--- src/rtl/lin_pkg.sv ---
// -----------------------------------------------------------------------------
// lin_pkg
// Shared types, constants and helper functions for the LIN commander frame
// transmitter.
//   lin_tx_state_t  : frame sequencer states
//   SYNC_BYTE       : fixed sync field value
//   DIAG_ID_*       : diagnostic frame identifiers that always use classic sums
//   lin_calc_pid    : 6-bit identifier -> 8-bit protected identifier
//   lin_chk_add     : one step of the LIN carry-wrapped checksum sum
// -----------------------------------------------------------------------------
package lin_pkg;

    typedef enum logic [2:0] {
        IDLE,
        BREAK,
        DELIM,
        SYNC,
        PID,
        DATA,
        CHK
    } lin_tx_state_t;

    localparam logic [7:0] SYNC_BYTE     = 8'h55;
    localparam logic [5:0] DIAG_ID_MREQ  = 6'h3C;
    localparam logic [5:0] DIAG_ID_SRESP = 6'h3D;

    // Parity bits P0/P1 are appended above the six identifier bits.
    function automatic logic [7:0] lin_calc_pid(input logic [5:0] id6);
        logic p0;
        logic p1;
        p0 = id6[0] ^ id6[1] ^ id6[2] ^ id6[4];
        p1 = ~(id6[1] ^ id6[3] ^ id6[4] ^ id6[5]);
        return {p1, p0, id6};
    endfunction

    // A sum above 255 has 255 subtracted, which equals dropping the carry
    // bit and adding it back in at the bottom.
    function automatic logic [7:0] lin_chk_add(input logic [7:0] acc8, input logic [7:0] byte8);
        logic [8:0] sum9;
        sum9 = {1'b0, acc8} + {1'b0, byte8};
        return sum9[8] ? (sum9[7:0] + 8'd1) : sum9[7:0];
    endfunction

endpackage

--- src/rtl/lin_bit_tick.sv ---
// -----------------------------------------------------------------------------
// lin_bit_tick
// Baud counter that divides the system clock down to LIN bit times.
//   i_clk      : system clock
//   i_rst_n    : asynchronous active-low reset
//   i_clear    : synchronous restart of the count at zero
//   i_enable   : count while high, hold while low
//   o_bit_end  : high during the last clock cycle of every bit time
// -----------------------------------------------------------------------------
module lin_bit_tick #(
    parameter int CLK_DIV = 10
) (
    input  logic i_clk,
    input  logic i_rst_n,
    input  logic i_clear,
    input  logic i_enable,
    output logic o_bit_end
);

    localparam int CW = (CLK_DIV > 1) ? $clog2(CLK_DIV) : 1;
    localparam logic [CW-1:0] LAST = CW'(CLK_DIV - 1);

    logic [CW-1:0] r_cnt;

    // Counts 0..CLK_DIV-1 and wraps, so every bit lasts exactly CLK_DIV cycles.
    always_ff @(posedge i_clk or negedge i_rst_n) begin
        if (!i_rst_n) begin
            r_cnt <= '0;
        end else if (i_clear) begin
            r_cnt <= '0;
        end else if (i_enable) begin
            r_cnt <= (r_cnt == LAST) ? '0 : r_cnt + 1'b1;
        end
    end

    assign o_bit_end = i_enable && (r_cnt == LAST);

endmodule

--- src/rtl/lin_frame_tx.sv ---
// -----------------------------------------------------------------------------
// lin_frame_tx
// LIN commander frame transmitter: break, delimiter, sync, protected ID,
// 1..MAX_BYTES data bytes and checksum, serialised on one wire.
//   i_sys_clk    : system clock
//   i_rstn       : asynchronous active-low reset
//   i_start      : single-cycle frame request, honoured only while idle
//   i_pid        : 6-bit frame identifier
//   i_data       : payload, byte 0 in bits [7:0] goes first
//   i_data_len   : number of payload bytes, 1..MAX_BYTES
//   i_chk_mode   : 0 classic checksum, 1 enhanced checksum
//   o_sdo        : serial output, recessive high
//   o_busy       : frame in progress
//   o_tx_done    : one-cycle pulse when the frame has finished
//   o_err_len    : one-cycle pulse when a start is refused for its length
//   o_frame_pid  : protected ID of the current or most recent frame
// -----------------------------------------------------------------------------
module lin_frame_tx
    import lin_pkg::*;
#(
    parameter int CLK_DIV    = 10,
    parameter int BREAK_BITS = 13,
    parameter int MAX_BYTES  = 8
) (
    input  logic                   i_sys_clk,
    input  logic                   i_rstn,
    input  logic                   i_start,
    input  logic [5:0]             i_pid,
    input  logic [8*MAX_BYTES-1:0] i_data,
    input  logic [3:0]             i_data_len,
    input  logic                   i_chk_mode,
    output logic                   o_sdo,
    output logic                   o_busy,
    output logic                   o_tx_done,
    output logic                   o_err_len,
    output logic [7:0]             o_frame_pid
);

    localparam logic [4:0] MAX_LEN    = 5'(MAX_BYTES);
    localparam logic [7:0] BREAK_LAST = 8'(BREAK_BITS - 1);

    lin_tx_state_t          r_state;
    logic [9:0]             r_shift;
    logic [7:0]             r_bitCnt;
    logic [3:0]             r_bytesLeft;
    logic [8*MAX_BYTES-1:0] r_data;
    logic [7:0]             r_sum;
    logic [7:0]             r_framePid;
    logic                   r_busy;
    logic                   r_txDone;
    logic                   r_errLen;

    logic       w_bitEnd;
    logic       w_lenOk;
    logic       w_accept;
    logic       w_diagId;
    logic [7:0] w_pidCalc;

    assign w_pidCalc = lin_calc_pid(i_pid);
    assign w_lenOk   = (i_data_len != 4'd0) && ({1'b0, i_data_len} <= MAX_LEN);
    assign w_accept  = (r_state == IDLE) && i_start && w_lenOk;
    assign w_diagId  = (i_pid == DIAG_ID_MREQ) || (i_pid == DIAG_ID_SRESP);

    lin_bit_tick #(
        .CLK_DIV(CLK_DIV)
    ) u_bit_tick (
        .i_clk     (i_sys_clk),
        .i_rst_n   (i_rstn),
        .i_clear   (w_accept),
        .i_enable  (r_busy),
        .o_bit_end (w_bitEnd)
    );

    // Frame sequencer. r_shift[0] is the line itself: break loads all zeros,
    // idle/delimiter all ones, and a byte is loaded as {stop, data, start}
    // and shifted right with ones filling in behind.
    // The checksum starts at the PID for enhanced frames and at zero for
    // classic or diagnostic frames, then each data byte is added as it is
    // loaded, so the complete sum is ready when the last data byte ends.
    always_ff @(posedge i_sys_clk or negedge i_rstn) begin
        if (!i_rstn) begin
            r_state     <= IDLE;
            r_shift     <= '1;
            r_bitCnt    <= '0;
            r_bytesLeft <= '0;
            r_data      <= '0;
            r_sum       <= '0;
            r_framePid  <= '0;
            r_busy      <= 1'b0;
            r_txDone    <= 1'b0;
            r_errLen    <= 1'b0;
        end else begin
            r_txDone <= 1'b0;
            r_errLen <= 1'b0;
            case (r_state)
                IDLE: begin
                    if (i_start) begin
                        if (!w_lenOk) begin
                            r_errLen <= 1'b1;
                        end else begin
                            r_state     <= BREAK;
                            r_busy      <= 1'b1;
                            r_shift     <= '0;
                            r_bitCnt    <= '0;
                            r_framePid  <= w_pidCalc;
                            r_data      <= i_data;
                            r_bytesLeft <= i_data_len;
                            r_sum       <= (i_chk_mode && !w_diagId) ? w_pidCalc : 8'h00;
                        end
                    end
                end
                BREAK: begin
                    if (w_bitEnd) begin
                        if (r_bitCnt == BREAK_LAST) begin
                            r_state  <= DELIM;
                            r_shift  <= '1;
                            r_bitCnt <= '0;
                        end else begin
                            r_bitCnt <= r_bitCnt + 8'd1;
                        end
                    end
                end
                DELIM: begin
                    if (w_bitEnd) begin
                        r_state  <= SYNC;
                        r_shift  <= {1'b1, SYNC_BYTE, 1'b0};
                        r_bitCnt <= '0;
                    end
                end
                default: begin
                    if (w_bitEnd) begin
                        if (r_bitCnt == 8'd9) begin
                            r_bitCnt <= '0;
                            case (r_state)
                                SYNC: begin
                                    r_state <= PID;
                                    r_shift <= {1'b1, r_framePid, 1'b0};
                                end
                                PID, DATA: begin
                                    if (r_state == DATA && r_bytesLeft == 4'd0) begin
                                        r_state <= CHK;
                                        r_shift <= {1'b1, ~r_sum, 1'b0};
                                    end else begin
                                        r_state     <= DATA;
                                        r_shift     <= {1'b1, r_data[7:0], 1'b0};
                                        r_data      <= r_data >> 8;
                                        r_sum       <= lin_chk_add(r_sum, r_data[7:0]);
                                        r_bytesLeft <= r_bytesLeft - 4'd1;
                                    end
                                end
                                default: begin
                                    r_state  <= IDLE;
                                    r_shift  <= '1;
                                    r_busy   <= 1'b0;
                                    r_txDone <= 1'b1;
                                end
                            endcase
                        end else begin
                            r_bitCnt <= r_bitCnt + 8'd1;
                            r_shift  <= {1'b1, r_shift[9:1]};
                        end
                    end
                end
            endcase
        end
    end

    assign o_sdo       = r_shift[0];
    assign o_busy      = r_busy;
    assign o_tx_done   = r_txDone;
    assign o_err_len   = r_errLen;
    assign o_frame_pid = r_framePid;

endmodule

--- config.mk ---
export PLATFORM = sky130hd
export DESIGN_NAME = lin_frame_tx
export DESIGN_NICKNAME = d
export VERILOG_FILES = /design/src/rtl/lin_pkg.sv /design/src/rtl/lin_bit_tick.sv /design/src/rtl/lin_frame_tx.sv
export SDC_FILE = /design/constraint.sdc
export NUM_CORES = 1
export LEC_CHECK = 0
export BUFFER_PORTS_ARGS = -buffer_cell sky130_fd_sc_hd__buf_4
export CORE_MARGIN = 2
export CORE_UTILIZATION = 55
export CTS_CLUSTER_DIAMETER = 200
export DETAILED_ROUTE_END_ITERATION = 10
export PLACE_DENSITY_LB_ADDON = 0.1
export RECOVER_POWER = 50
export SLEW_MARGIN = 20
export SYNTH_ARGS = -nofsm -noshare
export SYNTH_HDL_FRONTEND = slang
export SYNTH_SLANG_ARGS = --single-unit
--- constraint.sdc ---
create_clock -name i_sys_clk -period 3.2 [get_ports i_sys_clk]
set_input_delay 0.64 -clock i_sys_clk [delete_from_list [all_inputs] [get_ports i_sys_clk]]
set_output_delay 0.64 -clock i_sys_clk [all_outputs]
set_load 0.02 [all_outputs]
* Yosys cells after proc, flatten, opt, wreduce, memory -nomap -nowiden *
Index checks and enable logic that the tools add are counted.

word-level totals
  input bits = 78
  register bits = 112

operators by class
  eq/ne operators = 17
  reductions and logical operators = 26
  bitwise operators = 9
  add/subtract/negate cells = 5
  multiplexer cells = 67
  order comparisons = 1

operators with widths
  cell                   number
  $mux W64               6
  $pmux W64 S2           1
  $mux W8                15
  $mux W10               7
  $mux W4                9
  $pmux W10 S3           1
  $pmux W8 S3            1
  $mux W3                7
  $pmux W9 S2            1
  $add A8 B1 Y8 const B  2
  $eq A8 B4 Y1 const B   2
  $pmux W8 S2            1
  $reduce_and A7 Y1      2
  $eq A6 B6 Y1 const B   2
  $mux W1                12
  $reduce_and A6 Y1      2
  $add A8 B8 Y9          1
  $mux W9                1
  $pmux W3 S3            1
  $ne A2 B2 Y1 const B   4
  $not A8 Y8             1
  $pmux W4 S2            1
  $reduce_bool A2 Y1     4
  $reduce_bool A4 Y1     2
  22 further kinds       39

* Logic depth before layout (Yosys ltp) *
  depth after elaboration = 8
  depth in mapped cells = 11

* Cells and area by module *
A second synthesis with hierarchy kept.

unflattened totals
  cells, all modules = 699
  area, all modules = 6,148.4 um2

by module, submodules not included
  module        instances  area each (um2)  cells each
  lin_frame_tx  1          5,906.9          673
  lin_bit_tick  1          241.5            26

* Least setup slack after synthesis *
Ideal clock, no wire load.

  path type = register -> register
  start point = reg r_data[0]
  end point = reg r_sum[4]
  setup slack = 786 ps
  buffers on the path = 0
  library setup time = 127 ps
  clock period less this slack = 2,414 ps
  arrival = 2,287 ps
  cell stages (with the launch flop) = 10
  required time = 3,073 ps
  cell sequence = dfrtp_1 -> ha_1 -> fa_1 -> a21o_1 -> a21oi_1 -> o31a_1 -> and4b_1 -> xor2_1 -> a221oi_1 -> nor2_1

on the way
  cells in the longest elaborated chain, start to end = 8

RTL lines
  what                    line                 text
  start, declared         lin_frame_tx.sv:46   logic [8*MAX_BYTES-1:0] r_data;
  start signal, assigned  lin_frame_tx.sv:106  r_data <= i_data;
  start signal, assigned  lin_frame_tx.sv:146  r_data <= r_data >> 8;
  $add A8 B8 Y9 (*)       lin_pkg.sv:40        sum9 = {1'b0, acc8} + {1'b0, byte8};
  $add A8 B1 Y8           lin_pkg.sv:41        return sum9[8] ? (sum9[7:0] + 8'd1) : sum9[7:0];
  $mux W8 (*)             lin_pkg.sv:41
  $mux W8 (*)             lin_frame_tx.sv:140  if (r_state == DATA && r_bytesLeft == 4'd0) begin
  $mux W8 (*)             lin_frame_tx.sv:134  case (r_state)
  $mux W8 (*)             lin_frame_tx.sv:132  if (r_bitCnt == 8'd9) begin
  $mux W8 (*)             lin_frame_tx.sv:131  if (w_bitEnd) begin
  $pmux W8 S2 (*)         lin_frame_tx.sv:95   case (r_state)
  end signal, assigned    lin_frame_tx.sv:108  r_sum <= (i_chk_mode && !w_diagId) ? w_pidCalc : 8'h00;
  end signal, assigned    lin_frame_tx.sv:147  r_sum <= lin_chk_add(r_sum, r_data[7:0]);
  end, declared           lin_frame_tx.sv:47   logic [7:0] r_sum;

Mark *: on every way between the ends. The rest lies on a longest branch, timed or not. The select of a mux whose other input is x is not followed.
A chain may end at the register's enable or synchronous reset.

* Worst setup path after layout *
Same ends and word-level chain as after synthesis.

==> impl_metrics.py <==
metrics = {
    "final_layout": {
        "multiInputGateArea_mm2": 0.00284,
        "finalNetCount": 849,
        "diodes": 0,
        "syn_to_final_growth_pct": 15.7,
        "final_common_cell": "nand2_1",
        "final_cell_mix": "nand2_1, nor2_1, dfrtp_1",
        "fill_cells": 897,
        "layout-drive-gt1-share_pct": 17.5,
        "regArea_mm2": 0.00282,
    },
    "global_routing": {
        "antenna_found_initial": 0,
        "grt_pass1_wl_um": 23900,
        "globalRouteMet2Util_pct": 41.8,
        "use_met1_pct": 36.3,
        "grt_max_degree": 71,
        "met3_usage_pct": 4.24,
        "grt.overflow.total": 0,
        "grt.busiest_layer": "met2",
        "grt_pass1_vias": 4925,
        "grtUsageTotal_pct": 26.0,
    },
    "setup_path": {
        "crit_path_top_delay_cell": "dfrtp_1",
        "critPathMaxFanout": 6,
        "arrival_ns": 3.03,
        "max_stage_delay_ns": 0.42,
        "crit_type": "flip-flop to flip-flop",
        "critical-path-top-delay-family": "compound AO/OA/AOI/OAI gates",
        "required_ns": 3.45,
        "cp_cell_sequence": "ha_1 -> fa_1 -> a21o_1 -> a21oi_1 -> o31a_1 -> and4b_1 -> xor2_1 -> a221oi_1 -> nor2_1",
        "critical_path_buf_inv_count": 0,
        "start_kind": "flip-flop",
        "cp-end-kind": "flip-flop",
    },
    "outcome": {
        "status": "completed",
    },
    "logic_synthesis": {
        "synthMuxAreaShare_pct": 0.360,
        "synth_seq_cells": 112,
        "yosysWarnings": 0,
        "synth.distinct_cells": 55,
        "seq_area_frac_synth_pct": 47.7,
        "syn-cell-area_mm2": 0.00590,
        "synth_edf_count": 0,
        "yosys.area_share.simple_pct": 22.0,
        "syn_area_per_cell_um2": 8.69,
        "postSynthCellCount": 679,
        "syn_nets": 774,
        "synthFlopType": "dfrtp_1",
        "synth_top_family_by_area": "simple AND/OR/NAND/NOR gates",
        "synth-xor-area-share_pct": 3.12,
        "yosys.area_share.adder_pct": 3.73,
        "synth_compound_area_share_pct": 18.8,
        "ys_async_sr_fraction_pct": 100,
    },
    "sta": {
        "clock-skew-final_ns": 0.0107,
        "worst_slew_margin_rel_pct": 6.02,
        "timing.fmax_mhz": 360,
        "holdWs_ns": 0.338,
        "rsz0062_at_grt": "no",
        "fin_ws_ns": 0.421,
        "timing.setup.tns_ns": 0,
        "drv_slew": 0,
        "finalCritPeriodShare_pct": 86.8,
        "setup_violations": 0,
        "hold_violations": 0,
        "final.min_clock_period_ns": 2.78,
        "worst_pin_slew_ns": 1.41,
    },
    "detailed_routing": {
        "drt-total-wl_um": 14300,
        "dr.pass1.iters": 5,
        "wl_per_cell_um": 15.9,
        "via_per_inst": 5.77,
        "drc_errors": 0,
        "ant_nets": 0,
        "vias": 5164,
        "drtIter0Drc": 354,
    },
    "die": {
        "die_area_mm2": 0.0116,
        "ios": 90,
        "fp.coreArea_mm2": 0.0104,
        "die_width_um": 108,
        "die_y_um": 108,
        "start_util_pct": 56.9,
        "num_rows": 37,
    },
    "clocking": {
        "cts_setup_buffers": 0,
        "cts_tree": "done",
        "cts.sinks": 112,
        "worstSkewPairLatency_ns": 0.37,
        "clk_pin_slew_ns": 0.11,
        "numCtsBuffers": 9,
        "root_buffer": "clkbuf_8",
        "cts_resized": 0,
        "cts_max_path_buffers": 2,
        "postCtsHoldBufs": 0,
        "htree_levels": 3,
    },
    "power_and_ir_drop": {
        "p_leak_nw": 3.08,
        "p_per_area_mw_per_mm2": 921,
        "max-vdd-ir-drop_v": 0.000522,
        "power_mw": 6.29,
    },
    "job": {
        "max-cap-violations": 0,
    },
    "place": {
        "io_buffers": 89,
        "place_ws_ns": 0.417,
        "place_congestion": 0.949,
        "place_hpwl_um": 10300,
    },
    "min_path": {
        "hp-class": "input port to async pin",
    },
}
[cell families (layout without fill, tap and decap cells)]
group                      Yosys count  count (layout)
buffers and inverters               52             132
DFF                                112             112
AOI/OAI and AO/OA                  170             170
adders and majority gates           17              17
muxes                                2               2
xor gates and xnor gates            21              21
and+or+nand+nor                    305             305
[layer usage]
layer	vias up	wire, µm
li1	2503	-
met1	2501	6180
met5	-	0
met2	141	7120
met3	19	707
met4	0	248
[per-stage QoR]
step	cells	instance area (µm²)	util [%]
finish	895	6830	65.9
global route	895	6830	65.9
CTS	895	6870	66.3
detailed placement	879	6690	64.5
global placement	879	6690	64.5
floorplan	679	5900	-
[where the power goes]
group	internal (mW)	switching (mW)
logic	1.26	1.59
registers	2.12	0.527
clock network	0.314	0.483
total	3.69	2.60
[sequential cells by signal, indices dropped and copies added (netlist names)]
register          flops
o_busy                1
o_err_len             1
o_frame_pid           8
o_tx_done             1
r_bitCnt              8
r_bytesLeft           4
r_data               64
r_shift              10
r_state               3
r_sum                 8
u_bit_tick.r_cnt      4
[path summary, 6_finish.rpt]
check                            start        endpoint  slack [ns]  cells past startpoint
min                             i_rstn  o_frame_pid[5]        0.34                      1
max                          r_data[0]        r_sum[4]        0.42                      9
min in group i_sys_clk      i_data[60]      r_data[60]        0.48                      2
max reg2reg                  r_data[0]        r_sum[4]        0.42                      9
min reg2reg                r_bitCnt[7]     r_bitCnt[7]        0.51                      1
max in group asynchronous       i_rstn        r_sum[4]        1.01                      2
[cell usage after synthesis, drive strengths merged (11+ instances only)]
cell	number	share of area, %
nand2	151	9.8
nor2	103	6.6
dfrtp	102	43
a31oi	58	6.4
o21ai	35	3.0
a21oi	28	2.5
buf	22	2.4
clkbuf	19	1.2
ha	16	3.4
xnor2	14	2.1
a221oi	13	1.9
inv	11	0.70
[final cells by class]
class                           instances  share of cell area (%)
Clock inverter                          5                   0.605
Tap cell                              136                    2.49
Timing Repair Buffer                  105                    11.5
Sequential cell                       112                    41.2
Clock buffer                           11                    2.07
Multi-Input combinational cell        515                    41.6
Inverter                               11                   0.605
[worst register-to-register path, cell delays in order (launching register included)]
cell	delay, ns
dfrtp_1	0.42
ha_1	0.24
fa_1	0.41
a21o_1	0.17
a21oi_1	0.29
o31a_1	0.33
and4b_1	0.26
xor2_1	0.15
a221oi_1	0.30
nor2_1	0.09
No activity file was read; power rests on OpenSTA's default activity.
